===== config.mk =====
export PLATFORM = sky130hd
export DESIGN_NAME = fpu_lzd_sched
export DESIGN_NICKNAME = d
export VERILOG_FILES = /design/src/rtl/fpu_lzd_sched.sv
export SDC_FILE = /design/constraint.sdc
export NUM_CORES = 1
export LEC_CHECK = 0
export CORE_AREA = 8 8 89 91
export CTS_CLUSTER_DIAMETER = 30
export DETAILED_ROUTE_END_ITERATION = 7
export DIE_AREA = 0 0 97 99
export GPL_TIMING_DRIVEN = 1
export PLACE_DENSITY = 0.85
export SLEW_MARGIN = 0
export SYNTH_ARGS = -nofsm -noshare
export SYNTH_HDL_FRONTEND = slang
export SYNTH_SLANG_ARGS = --single-unit

===== constraint.sdc =====
create_clock -name clk -period 1.47 [get_ports clk]
set_input_delay 0.147 -clock clk [delete_from_list [all_inputs] [get_ports clk]]
set_output_delay 0.147 -clock clk [all_outputs]
set_load 0.005 [all_outputs]

===== src/rtl/fpu_lzd_sched.sv =====
// Shared leading-zero detector for two requesters (FMADD=0, FADD=1), round-robin arbitrated, 2-stage pipeline.
// Latency 2 cycles; one-entry skid in S1 absorbs a result stall. Optional normalizer: FPU_LZD_NORM_SHIFT_EN.
module fpu_lzd_sched #(
  parameter int MANT_W = 24,
  parameter int LZC_W  = 5
) (
  input  logic              clk,
  input  logic              rst_l,
  input  logic              req0_valid,
  input  logic [MANT_W-1:0] req0_mant,
  output logic              req0_ready,
  input  logic              req1_valid,
  input  logic [MANT_W-1:0] req1_mant,
  output logic              req1_ready,
  output logic              res_valid,
  input  logic              res_ready,
  output logic              res_owner,
  output logic [LZC_W-1:0]  res_lzc,
  output logic              res_zero,
  output logic [MANT_W-1:0] res_mant
);

  logic              rr_last;
  logic              s1_vld;
  logic              s1_own;
  logic [MANT_W-1:0] s1_mant;

  logic              stall;
  logic              s1_free;
  logic              gnt0;
  logic              gnt1;
  logic              accept;
  logic [LZC_W-1:0]  lzc;
  logic [MANT_W-1:0] mant_out;

  assign stall   = res_valid & ~res_ready;
  // S1 can take a new operand if empty, or if its current entry moves to S2 this cycle.
  assign s1_free = ~s1_vld | ~stall;

  always_comb begin
    gnt1 = req1_valid & (~req0_valid | ~rr_last);
    gnt0 = req0_valid & ~gnt1;
  end

  assign req0_ready = rst_l & s1_free & gnt0;
  assign req1_ready = rst_l & s1_free & gnt1;
  assign accept     = req0_ready | req1_ready;

  // Upward scan: the highest set bit is the last one written.
  always_comb begin
    lzc = LZC_W'(MANT_W);
    for (int i = 0; i < MANT_W; i++) begin
      if (s1_mant[i]) lzc = LZC_W'(MANT_W - 1 - i);
    end
  end

`ifdef FPU_LZD_NORM_SHIFT_EN
  assign mant_out = s1_mant << lzc;
`else
  assign mant_out = s1_mant;
`endif

  always_ff @(posedge clk) begin
    if (!rst_l) begin
      rr_last   <= 1'b1;
      s1_vld    <= 1'b0;
      s1_own    <= 1'b0;
      s1_mant   <= '0;
      res_valid <= 1'b0;
      res_owner <= 1'b0;
      res_lzc   <= '0;
      res_zero  <= 1'b0;
      res_mant  <= '0;
    end else begin
      if (accept) rr_last <= req1_ready;
      if (s1_free) begin
        s1_vld <= accept;
        if (accept) begin
          s1_own  <= req1_ready;
          s1_mant <= req1_ready ? req1_mant : req0_mant;
        end
      end
      if (!stall) begin
        res_valid <= s1_vld;
        if (s1_vld) begin
          res_owner <= s1_own;
          res_lzc   <= lzc;
          res_zero  <= (s1_mant == '0);
          res_mant  <= mant_out;
        end
      end
    end
  end

endmodule


==> Yosys cells after proc, flatten, opt, wreduce, memory -nomap -nowiden <==
Cells that the tools add are included.
{ "totals": {"register_bits": 59, "latch_bits": 0, "mem_bits_rw": 0, "romBits": 0, "inputBits": 53, "output_inout_bits": 34, "mem_count": 0} }
{ "op_classes": {"add_sub_neg": 0, "mul": 0, "div_mod_pow": 0, "n_lt_le_gt_ge": 0, "eq_ne": 0, "shifts": 0, "muxes": 25, "bitwise": 15, "reduce_logical": 3} }
{ "op_table": {"columns": ["cell", "n"], "rows": [
  ["$mux 5", 23],
  ["$logic_not 24->1", 1],
  ["$mux 24", 1],
  ["$and 1x1->1", 6],
  ["$not 1->1", 6],
  ["$mux 4", 1],
  ["$reduce_and 2->1", 2],
  ["$or 1x1->1", 3]
]} }

==> Logic depth before layout (Yosys ltp) <==
{ "depth": {"word_depth": 24, "mapped_depth": 7, "depth_no_buf": 5} }

==> Worst setup path before layout <==
Ideal clock, no wire load.
{ "synth_timing": {"kind": "flip-flop to flip-flop", "from": "register res_valid", "to": "register s1_mant[14] (netlist: mant_out[14])", "setup_ns": 0.133, "arrival_ns": 1.333, "t_required_ns": 1.337, "setup_slack_ns": 0.004, "path_stages_with_launch": 8, "path_cell_list": "dfxtp_1 -> nand2b_4 -> or2_1 -> nand3_1 -> buf_4 -> buf_6 -> mux2i_1 -> a21oi_1"} }
{ "synth_between": {"elab_chain_cells": 7, "word_cells_on_any_way": 9, "cone_classes": "1 x mux; 7 x bitwise; 1 x reduce/logical"} }
{ "synth_lines": {"columns": ["item", "line", "text"], "rows": [
  ["start: declaration", "15", "output logic res_valid,"],
  ["start signal: assignment", "84", "res_valid <= s1_vld;"],
  ["$and 1x1->1 (*)", "36", "assign stall = res_valid & ~res_ready;"],
  ["$not 1->1 (no source line) (*)", null, null],
  ["$or 1x1->1 (*)", "38", "assign s1_free = ~s1_vld | ~stall;"],
  ["$and 1x1->1", "45, 46", null],
  ["$and 1x1->1 (on tied branches)", "45, 46", null],
  ["$or 1x1->1", "47", "assign accept = req0_ready | req1_ready;"],
  ["$reduce_and 2->1 (no source line)", null, null],
  ["end signal: assignment", "80", "s1_mant <= req1_ready ? req1_mant : req0_mant;"],
  ["end: declaration", "26", "logic [MANT_W-1:0] s1_mant;"]
]} }
Mark *: on every way between the ends. The rest lies on a longest branch, timed or not.
A chain may end at the register's enable or synchronous reset.

==> Worst setup path in the final report <==
{ "layout_timing": {"from": "register s1_mant[7] (netlist: mant_out[7])", "to": "register res_lzc[1]"} }
{ "layout_between": {"elab_chain_cells": 17} }
{ "layout_lines": {"columns": ["item", "line", "text"], "rows": [
  ["$mux 5 (17 in series)", "53", "if (s1_mant[i]) lzc = LZC_W'(MANT_W - 1 - i);"],
  ["end signal: assignment", "87", "res_lzc <= lzc;"],
  ["end: declaration", "18", "output logic [LZC_W-1:0] res_lzc,"]
]} }
Every way passes these cells.

==> run summary <==
Site row count: 30. The first global-routing pass estimated 13200 um of wire. The flow ran to the end, but the final reports show violations. Yosys printed 0 warnings.

The cell area after placement is 0.00375 mm2. The portion of the clock cycle consumed by the worst path in the final layout was 108%; the number of input and output port buffers inserted was 86. The cell area that synthesis handed to floorplanning was 0.00259 mm2. The tools report the terminating pin of the worst hold path as mant_out[20]$_SDFFE_PN0P_.

The total power came out at 4260 uW. STA classifies the critical path endpoint as a register. The final critical delay including setup and external delays works out to 1.59 ns. The total length of routed wires is 9150 um.

For the maximum vdd ir drop, the log shows 0.688 mV. The congestion estimate from routability-driven global placement came to 0.878. The run gives 274 as the violation count after the first detailed-route iteration.

Setup slack on the worst reg-to-reg path comes out at -0.12 ns. The number of hold buffers added after CTS was 0. Class of the most critical hold timing path: input port to register. TritonCTS built the clock tree. The tools report the launch instance of the worst register-to-register path as mant_out[7]$_SDFFE_PN0P_. For the final critical-path setup slack, the log shows -0.124 ns. The tools report the tightest slew margin relative to the limit as 67.0%. For the post-DP HPWL, the log shows 5930 um.

In this run the static leakage power is 0.00173 uW. The horizontal die dimension is 97 um. The number of antenna diodes in the final layout is 0. The synthesized netlist contains 34 unique library cells.

The fraction of final layout cells with drive strength greater than 1 was 21.9%; the number of instances in the synthesized netlist was 306. After synthesis, flip-flops and latches occupy 45.6% of the total area. The floorplan step defined a die boundary enclosing 0.00960 mm2. The count of nets after finishing was 482. Setup repair after global routing could not meet its margin everywhere.

The run gives 39.4% as the initial core utilization. The category of the critical setup timing path is register to register. The number of antenna violations at the first check in global routing came out at 0. The endpoint identified for the worst register-to-register timing path is res_lzc[1]$_SDFFE_PN0P_. Clock-pin slew was measured on the worst setup and hold paths at 0.07 ns.

The number of H-tree levels came out at 3. The final hold violation count is 0. The worst hold path passes through 3 cells.

For the total global routing overflow, the log shows 0. STA puts the critical path data required time at 1.75 ns. For the maximum clock frequency, the log shows 627 MHz.

In this run the most critical hold path is launched from req1_mant[20]. The setup slack after placement is -0.420 ns, and the slew at the pin closest to its max-slew limit is 0.490 ns. The run gives 9 as the number of CTS-inserted buffers. The synthesized flop and latch total is 59. The number of sinks on the clock net is 59, and the largest net degree at the start of global routing is 46. Between clock sinks in the finished design, the worst skew comes to 0.00714 ns.

Dividing the detail-routed via count by the number of cells gives 5.49. At the later pin of the worst-skew pair, clock insertion delay measures 0.34 ns. STA puts the critical path data arrival time at 1.88 ns. Average wire per standard cell: 17.8 um.

The element type at the critical path start is a register. The clock passes through at most 2 buffers. The number of nets handed over by synthesis was 359.

The routed layout has 2824 vias. The checks that failed: negative setup slack. The power density relative to cell area was 1000 mW/mm2.

The area growth from synthesis to layout is 64.3%. The core region is 0.00657 mm2. Of all nets on the critical path, the largest fanout is 3. Once detail routing completed, the nets flagged for antenna violations numbered 0.

The root cell of the clock tree is sky130_fd_sc_hd__clkbuf_8. The logs give 21 for the final setup violation count and 87 for the I/O pin count. The via count of the first global-routing pass was 2677; the number of max-slew violations in the final report was 0. Fill cells in the final layout number 488. The synthesized area divided by synthesized cell count is 8.46 um2, and the final core utilization is 64.8%.

For the worst flop-to-flop path, the logic depth is 5. The tools report the total track usage as 16.5%. After detailed routing, the number of remaining DRC violations is 0. For this run, the detailed router's first-pass iteration total came to 4. In this run the vertical extent of the chip is 99 um.

With fillers left out, the area of the finished cells amounts to 0.00426 mm2. Max-cap violations in this run came to 0.
-- worst max path at each step --
| stage | cells after the start | from | to |
|---|---|---|---|
| after floorplan | 7 | res_valid$_SDFFE_PN0N_ | mant_out[14]$_SDFFE_PN0P_ |
| after global placement | 6 | res_ready | req0_ready |
| after detailed placement | 7 | res_ready | mant_out[1]$_SDFFE_PN0P_ |
| after CTS | 5 | mant_out[7]$_SDFFE_PN0P_ | res_lzc[1]$_SDFFE_PN0P_ |
| after global routing | 5 | mant_out[6]$_SDFFE_PN0P_ | res_lzc[1]$_SDFFE_PN0P_ |
| final | 5 | mant_out[7]$_SDFFE_PN0P_ | res_lzc[1]$_SDFFE_PN0P_ |
-- layer usage --
| layer | global-route usage, % | routed length [um] | up-vias |
|---|---|---|---|
| met1 | 19.3 | 3730 | 1354 |
| met5 | 0 | 0 | - |
| met2 | 27.3 | 4580 | 123 |
| met4 | 8.05 | 270 | 0 |
| met3 | 4.55 | 568 | 23 |
| li1 | - | - | 1324 |
-- sequential cells by signal, indices dropped and copies added, names as in the netlist --
signal	count
mant_out	24
res_mant	24
s1_own	1
res_valid	1
res_owner	1
res_lzc	5
s1_vld	1
rr_last	1
res_zero	1
-- power by group --
group | internal (uW) | total (uW) | switching, uW
registers | 1700 | 1800 | 92.4
logic | 549 | 987 | 438
clock network | 820 | 1480 | 657
-- timing repair --
action | 4_1_cts | 5_1_grt
hold endpoints to repair | 0 | 0
endpoints found under the setup margin | 31 | 44
buffers inserted | 3 | 1
resized for setup | 21 | 45
pin swaps | 1 | 4
cloned | 1 | 3
-- Yosys cell counts --
cell type | instances | area, um2
sky130_fd_sc_hd__o21ai_1 | 1 | 5.00
sky130_fd_sc_hd__mux2i_1 | 24 | 240
sky130_fd_sc_hd__a2111oi_0 | 1 | 8.76
sky130_fd_sc_hd__or2_2 | 1 | 6.26
sky130_fd_sc_hd__inv_1 | 7 | 26.3
sky130_fd_sc_hd__or4_4 | 1 | 11.3
sky130_fd_sc_hd__nand3_1 | 6 | 30.0
sky130_fd_sc_hd__buf_1 | 4 | 15.0
sky130_fd_sc_hd__nand2b_1 | 2 | 12.5
sky130_fd_sc_hd__o221ai_2 | 1 | 15.0
sky130_fd_sc_hd__o31ai_2 | 1 | 12.5
sky130_fd_sc_hd__clkbuf_1 | 13 | 48.8
sky130_fd_sc_hd__a21boi_0 | 28 | 210
sky130_fd_sc_hd__nor4_1 | 7 | 43.8
sky130_fd_sc_hd__o31ai_1 | 2 | 15.0
sky130_fd_sc_hd__nand4_1 | 1 | 6.26
sky130_fd_sc_hd__o41ai_1 | 1 | 8.76
sky130_fd_sc_hd__o211ai_1 | 1 | 7.51
sky130_fd_sc_hd__a21oi_1 | 33 | 165
sky130_fd_sc_hd__nand2b_4 | 1 | 13.8
sky130_fd_sc_hd__buf_4 | 1 | 7.51
sky130_fd_sc_hd__nand2_1 | 59 | 221
sky130_fd_sc_hd__a32o_1 | 1 | 10.0
sky130_fd_sc_hd__nor4b_1 | 1 | 8.76
sky130_fd_sc_hd__dfxtp_1 | 59 | 1180
sky130_fd_sc_hd__a2111oi_1 | 1 | 10.0
sky130_fd_sc_hd__nor3_1 | 4 | 20.0
sky130_fd_sc_hd__nor2_1 | 7 | 26.3
sky130_fd_sc_hd__or2_1 | 1 | 6.26
sky130_fd_sc_hd__inv_2 | 1 | 3.75
sky130_fd_sc_hd__buf_6 | 2 | 22.5
sky130_fd_sc_hd__buf_2 | 1 | 5.00
sky130_fd_sc_hd__o21ai_0 | 28 | 140
sky130_fd_sc_hd__and2_1 | 4 | 25.0
-- metrics by stage --
| stage | setup TNS [ns] | cells | hold WS, ns |
|---|---|---|---|
| 2_1_floorplan | 0 | 306 | 0.331 |
| 5_1_grt | -2.34 | 514 | 0.443 |
| 6_report | -0.891 | 514 | 0.428 |
| 3_5_place_dp | -12.70 | 491 | 0.460 |
| 4_1_cts | -0.754 | 510 | 0.428 |
| 3_3_place_gp | -9.89 | 491 | 0.451 |
-- cells in the final DEF, fill, tap and decap left out, drive strengths merged --
master / count
clkdlybuf4s50: 83
nand2: 59
dfxtp: 59
buf: 45
a21oi: 33
o21ai: 29
a21boi: 28
mux2i: 24
clkbuf: 15
inv: 8
nor2: 7
nor4: 7
nand3: 6
and2: 4
nor3: 4
clkinv: 3
o31ai: 3
nand2b: 3
a2111oi: 2
or2: 2
nand4: 1
o41ai: 1
or4: 1
o221ai: 1
nor4b: 1
a32o: 1
o211ai: 1
bufinv: 1
clkinvlp: 1
dlymetal6s2s: 1
-- critical path, cell delays in order (launching register included) --
cell	delay, ns
sky130_fd_sc_hd__dfxtp_1	0.34
sky130_fd_sc_hd__or4_4	0.54
sky130_fd_sc_hd__o221ai_2	0.15
sky130_fd_sc_hd__a2111oi_1	0.12
sky130_fd_sc_hd__o31ai_2	0.24
sky130_fd_sc_hd__a32o_1	0.16
-- kinds of logic after synthesis --
logic type | after synthesis | synth area share, %
compound gates | 99 | 23.5
simple gates | 95 | 16.7
flops | 59 | 45.6
buf+inv | 29 | 4.98
mux | 24 | 9.28
-- cell type report --
class                   instances  area (um2)  share of cell area, %
clock buffers                  11         141                   3.32
flip-flops and latches         59        1180                   27.8
multi-input cells             218        1410                   33.1
inverters                       8        30.0                  0.706
clock inverters                 5        52.6                   1.23
repair buffers                133        1340                   31.5
well taps                      80         100                   2.35
Power figures use the tool's default switching activity.
